## config.mk

```make
export PLATFORM = sky130hd
export DESIGN_NAME = shift_sequencer
export DESIGN_NICKNAME = d
export VERILOG_FILES = /design/src/rtl/shift_sequencer.sv
export SDC_FILE = /design/constraint.sdc
export NUM_CORES = 1
export LEC_CHECK = 0
export ABC_AREA = 0
export ABC_CLOCK_PERIOD_IN_PS = 2100
export CORE_MARGIN = 3
export CORE_UTILIZATION = 49
export CTS_CLUSTER_SIZE = 30
export DETAILED_ROUTE_END_ITERATION = 12
export GPL_TIMING_DRIVEN = 1
export PLACE_DENSITY = 0.77
export SLEW_MARGIN = 20
export SYNTH_ARGS = -nofsm -noshare
export SYNTH_HDL_FRONTEND = slang
export SYNTH_SLANG_ARGS = --single-unit
```

## constraint.sdc

```tcl
create_clock -name clk -period 2.1 [get_ports clk]
set_input_delay 0.42 -clock clk [delete_from_list [all_inputs] [get_ports clk]]
set_output_delay 0.42 -clock clk [all_outputs]
set_load 0.02 [all_outputs]
```

## src/rtl/shift_sequencer.sv

```systemverilog
// Multi-cycle SLL/SRL/SRA unit: iterates a fixed shift-by-2 stage plus an optional shift-by-1,
// returning the result in data_out with a one-cycle done pulse.
module shift_sequencer #(
  parameter int unsigned DATA_W  = 32,
  parameter int unsigned SHAMT_W = 5
) (
  input  logic               clk,
  input  logic               rst_n,
  input  logic               start,
  input  logic [1:0]         op,
  input  logic [DATA_W-1:0]  data_in,
  input  logic [SHAMT_W-1:0] shamt,
  output logic               busy,
  output logic               done,
  output logic [DATA_W-1:0]  data_out
);

  typedef enum logic [1:0] {StIdle, StShift2, StShift1, StDone} state_e;

  localparam logic [SHAMT_W-1:0] CntOne = SHAMT_W'(1);
  localparam logic [SHAMT_W-1:0] CntTwo = SHAMT_W'(2);

  state_e              state_q;
  logic [DATA_W-1:0]   acc_q;
  logic [DATA_W-1:0]   data_out_q;
  logic [SHAMT_W-1:0]  cnt_q;
  logic [1:0]          op_q;

  logic [DATA_W-1:0]   acc_sh2;
  logic [DATA_W-1:0]   acc_sh1;
  logic [SHAMT_W-1:0]  cnt_m2;

  // Fill bits come from the captured operand, so SRA never sees live data_in.
  always_comb begin
    acc_sh2 = {acc_q[DATA_W-3:0], 2'b00};
    acc_sh1 = {acc_q[DATA_W-2:0], 1'b0};
    unique case (op_q)
      2'b01: begin
        acc_sh2 = {2'b00, acc_q[DATA_W-1:2]};
        acc_sh1 = {1'b0, acc_q[DATA_W-1:1]};
      end
      2'b10: begin
        acc_sh2 = {{2{acc_q[DATA_W-1]}}, acc_q[DATA_W-1:2]};
        acc_sh1 = {acc_q[DATA_W-1], acc_q[DATA_W-1:1]};
      end
      default: ;
    endcase
  end

  assign cnt_m2 = cnt_q - CntTwo;

  always_ff @(posedge clk or negedge rst_n) begin
    if (!rst_n) begin
      state_q    <= StIdle;
      acc_q      <= '0;
      cnt_q      <= '0;
      op_q       <= 2'b00;
      data_out_q <= '0;
    end else begin
      unique case (state_q)
        StIdle: begin
          if (start) begin
            acc_q <= data_in;
            cnt_q <= shamt;
            op_q  <= op;
            if (shamt >= CntTwo) begin
              state_q <= StShift2;
            end else if (shamt == CntOne) begin
              state_q <= StShift1;
            end else begin
              data_out_q <= data_in;
              state_q    <= StDone;
            end
          end
        end
        StShift2: begin
          acc_q <= acc_sh2;
          cnt_q <= cnt_m2;
          if (cnt_m2 >= CntTwo) begin
            state_q <= StShift2;
          end else if (cnt_m2 == CntOne) begin
            state_q <= StShift1;
          end else begin
            data_out_q <= acc_sh2;
            state_q    <= StDone;
          end
        end
        StShift1: begin
          acc_q      <= acc_sh1;
          cnt_q      <= cnt_q - CntOne;
          data_out_q <= acc_sh1;
          state_q    <= StDone;
        end
        StDone: begin
          state_q <= StIdle;
        end
        default: begin
          state_q <= StIdle;
        end
      endcase
    end
  end

  assign busy     = (state_q != StIdle);
  assign done     = (state_q == StDone);
  assign data_out = data_out_q;

endmodule

```

==> impl_results.md <==
- # clock sinks: 73
- PwrDens: 2090 mW/mm^2
- Worst r2r path cells: 8
- First-pass GRT wire length: 19500 um
- Final Cycle Share: 96.4%
- Async set or reset register ratio after synthesis: 100%
- Maximum VDD drop: 0.000863 V
- RSZ-0062 raised after global routing: yes
- Synthesized net count: 532
- Clock share of power: 8.9%
- Final Net Count: 603
- Total GRT Usage: 23.3%
- Worst-skew pair later-pin latency: 0.35 ns
- Via Count: 4159
- DR WL/cell: 18.0 um
- Initial antenna violation count: 0
- Post-place instance area: 0.00550 mm^2
- Combinational power share: 66.6%
- CTS tree: built
- Vias in the first global route: 3994
- Root buffer cell: clkbuf_8
- Total setup buffers inserted after CTS: 0
- Netlist cell types: 48
- Startpoint Class: flip-flop
- #FFs+latches synth: 73
- Total leakage power: 2.29 nW
- Post-synth EDFFs: 0
- Non-Filler Instances: 662
- Slowest-stage cell, CP: dfrtp_2
- Max FO, Critical Path: 16
- Routed Antenna Nets: 0
- Sequential area share after synthesis: 40.3%
- WS Path Type: reg2reg
- Total CTS buffers: 9
- Max H-tree Level: 3
- Largest cells by area after synthesis: dfrtp_1, mux2_2, mux2_1
- Fmax: 0.494 GHz
- N_diodes: 0
- Final hold slack: 0.0989 ns
- Cells after Synth: 478
- Vias/cell: 6.28
- Crit end category: flip-flop
- CP max stage delay: 0.42 ns
- Area grow syn2layout: 26.0%
- DRC violations left: 0
- Power share of the sequential group: 24.5%
- Place WS: -0.147 ns
- Die ar.: 0.0104 mm^2
- Max_cap viols: 0
- Horiz. Die Dim: 102 um
- Total power: 11.9 mW
- GR Overflow Total: 0
- Final Hold Viols: 0
- Synthesized area per cell: 9.48 um^2
- Worst slew pin tran: 0.672 ns
- Fin Clk Skew: 0.00554 ns
- Status: complete, no violations
- Synthesized cell area: 0.00453 mm^2
- DIE HEIGHT: 102 um
- Slew margin rel.: 55.2%
- Main synth FF type: dfrtp_1
- Final WL: 11900 um
- Period minus WS final: 2.02 ns
- Post-Route Utilization: 64.5%
- Largest area contributor in the netlist: dfrtp_1
- Synth warn: 0
- Placed cells: 645
- Num rows: 34
- Final Wtd Congestion: 0.849
- CP arrival: 2.26 ns
- Setup-failing EPs final: 0
- Drt pass-1 iters: 5
- Synth top area share: 40.3%
- CTS Hold Buffers Added: 0
- Sw frac: 45.8%
- Setup WS post-layout: 0.0764 ns
- Int Power: 6.46 mW
- Post-synth top cells: dfrtp_1, nand2_1, o21ai_0
- Clk buf depth: 2
- Worst-path cell chain: inv_4 -> ha_2 -> or2_4 -> o21a_4 -> o221ai_4 -> nand2_4 -> buf_12 -> mux2_1
- I/O pin total: 76
- Largest net degree at the start of global routing: 88
- Ratio of cells with drive above 1 in the final layout: 17.7%
- Setup TNS: 0 ns
- Final HPWL DP: 8070 um
- P_sw: 5.46 mW
- Critical path required time: 2.34 ns
- Clock transition at path regs: 0.07 ns
- Initial cell density of the core: 51.2%
- Number of port buffers: 75
- Slew Viols, Final: 0
- Core area: 0.00885 mm^2
- Hold Crit Class: in2async
- Violation count after the first detailed-route iteration: 313
- Cell area after layout: 0.00571 mm^2
- Count leader, synth: dfrtp_1
-- final cells by class --
| cell class | instances | area, um^2 |
|---|---|---|
| fill | 725 | 3140 |
| multi-input combinational | 348 | 2450 |
| sequential | 73 | 1830 |
| timing repair buffer | 102 | 1050 |
| clock buffer | 12 | 165 |
| tap | 108 | 135 |
| inverter | 15 | 58.8 |
| clock inverter | 4 | 26.3 |
-- sequential cells by signal (all words and copies together) (netlist names) --
name,count
acc_q,32
data_out,32
op_q,2
state_q,2
cnt_q,5
-- critical path: cells and delay by family (launching register included) --
family | cells | cell delay (ns)
flip-flops | 1 | 0.42
AO/OA/AOI/OAI | 2 | 0.41
AND/OR/NAND/NOR | 2 | 0.33
multiplexers | 1 | 0.31
buffers and inverters | 2 | 0.23
adder cells (fa/ha/maj) | 1 | 0.20
-- metal layers --
metal	up-vias	track usage (%)	part of all wire [%]	wire [um]
met5	-	0	0	0
met4	0	6.46	1.6	189
met3	27	4.30	7.5	893
met2	209	38.6	48	5780
met1	2028	31.5	42	5060
li1	1895	-	-	-
-- kinds of logic after synthesis --
family / synth area share [%]
xor+xnor: 0.580
flops: 40.3
mux: 15.9
fa+ha+maj: 3.31
simple gates: 10.4
compound gates: 23.1
buf+inv: 6.41
-- timing repair --
| item | 4_1_cts | 5_1_grt |
|---|---|---|
| gates resized for setup | 4 | 6 |
| endpoints found under the setup margin | 3 | 41 |
| gates cloned | 0 | 1 |
| pin swaps | 0 | 2 |
-- cells in the final DEF (no fill, tap or decap), types with 16 or more instances in the layout --
cell / Yosys / routed
a21oi_1: 17 / 16
a31oi_1: 32 / 32
nor2_1: 34 / 34
a32oi_1: 28 / 28
mux2_2: 32 / 32
nand2_1: 60 / 60
dfrtp_1: 73 / 72
o21ai_0: 51 / 50
mux2_1: 27 / 27
clkdlybuf4s50_1: 0 / 72
buf_4: 0 / 19
-- path summary, 6_finish.rpt --
| check | from | end | slack [ns] |
|---|---|---|---|
| max in group asynchronous | rst_n | acc_q[21]$_DFFE_PN0P_ | 1.41 |
| min in group clk | data_out[16]$_DFFE_PN0P_ | data_out[16]$_DFFE_PN0P_ | 0.50 |
| worst min register to register | data_out[16]$_DFFE_PN0P_ | data_out[16]$_DFFE_PN0P_ | 0.50 |
| worst max-delay path | cnt_q[1]$_DFFE_PN0P_ | data_out[15]$_DFFE_PN0P_ | 0.08 |
| worst min-delay path | rst_n | data_out[16]$_DFFE_PN0P_ | 0.1 |
| worst max register to register | cnt_q[1]$_DFFE_PN0P_ | data_out[15]$_DFFE_PN0P_ | 0.08 |
-- power by group through the flow --
stage               Sequential (mW)  Combinational, mW  Clock [mW]
finish                         2.92               7.93        1.06
global route                   3.02               8.63        1.15
CTS                            2.89               7.84        1.08
detailed placement             2.91               7.80           0
global placement               2.89               7.58           0
floorplan                      3.12               5.24           0
Note: power is estimated with default switching activity, not from simulation.
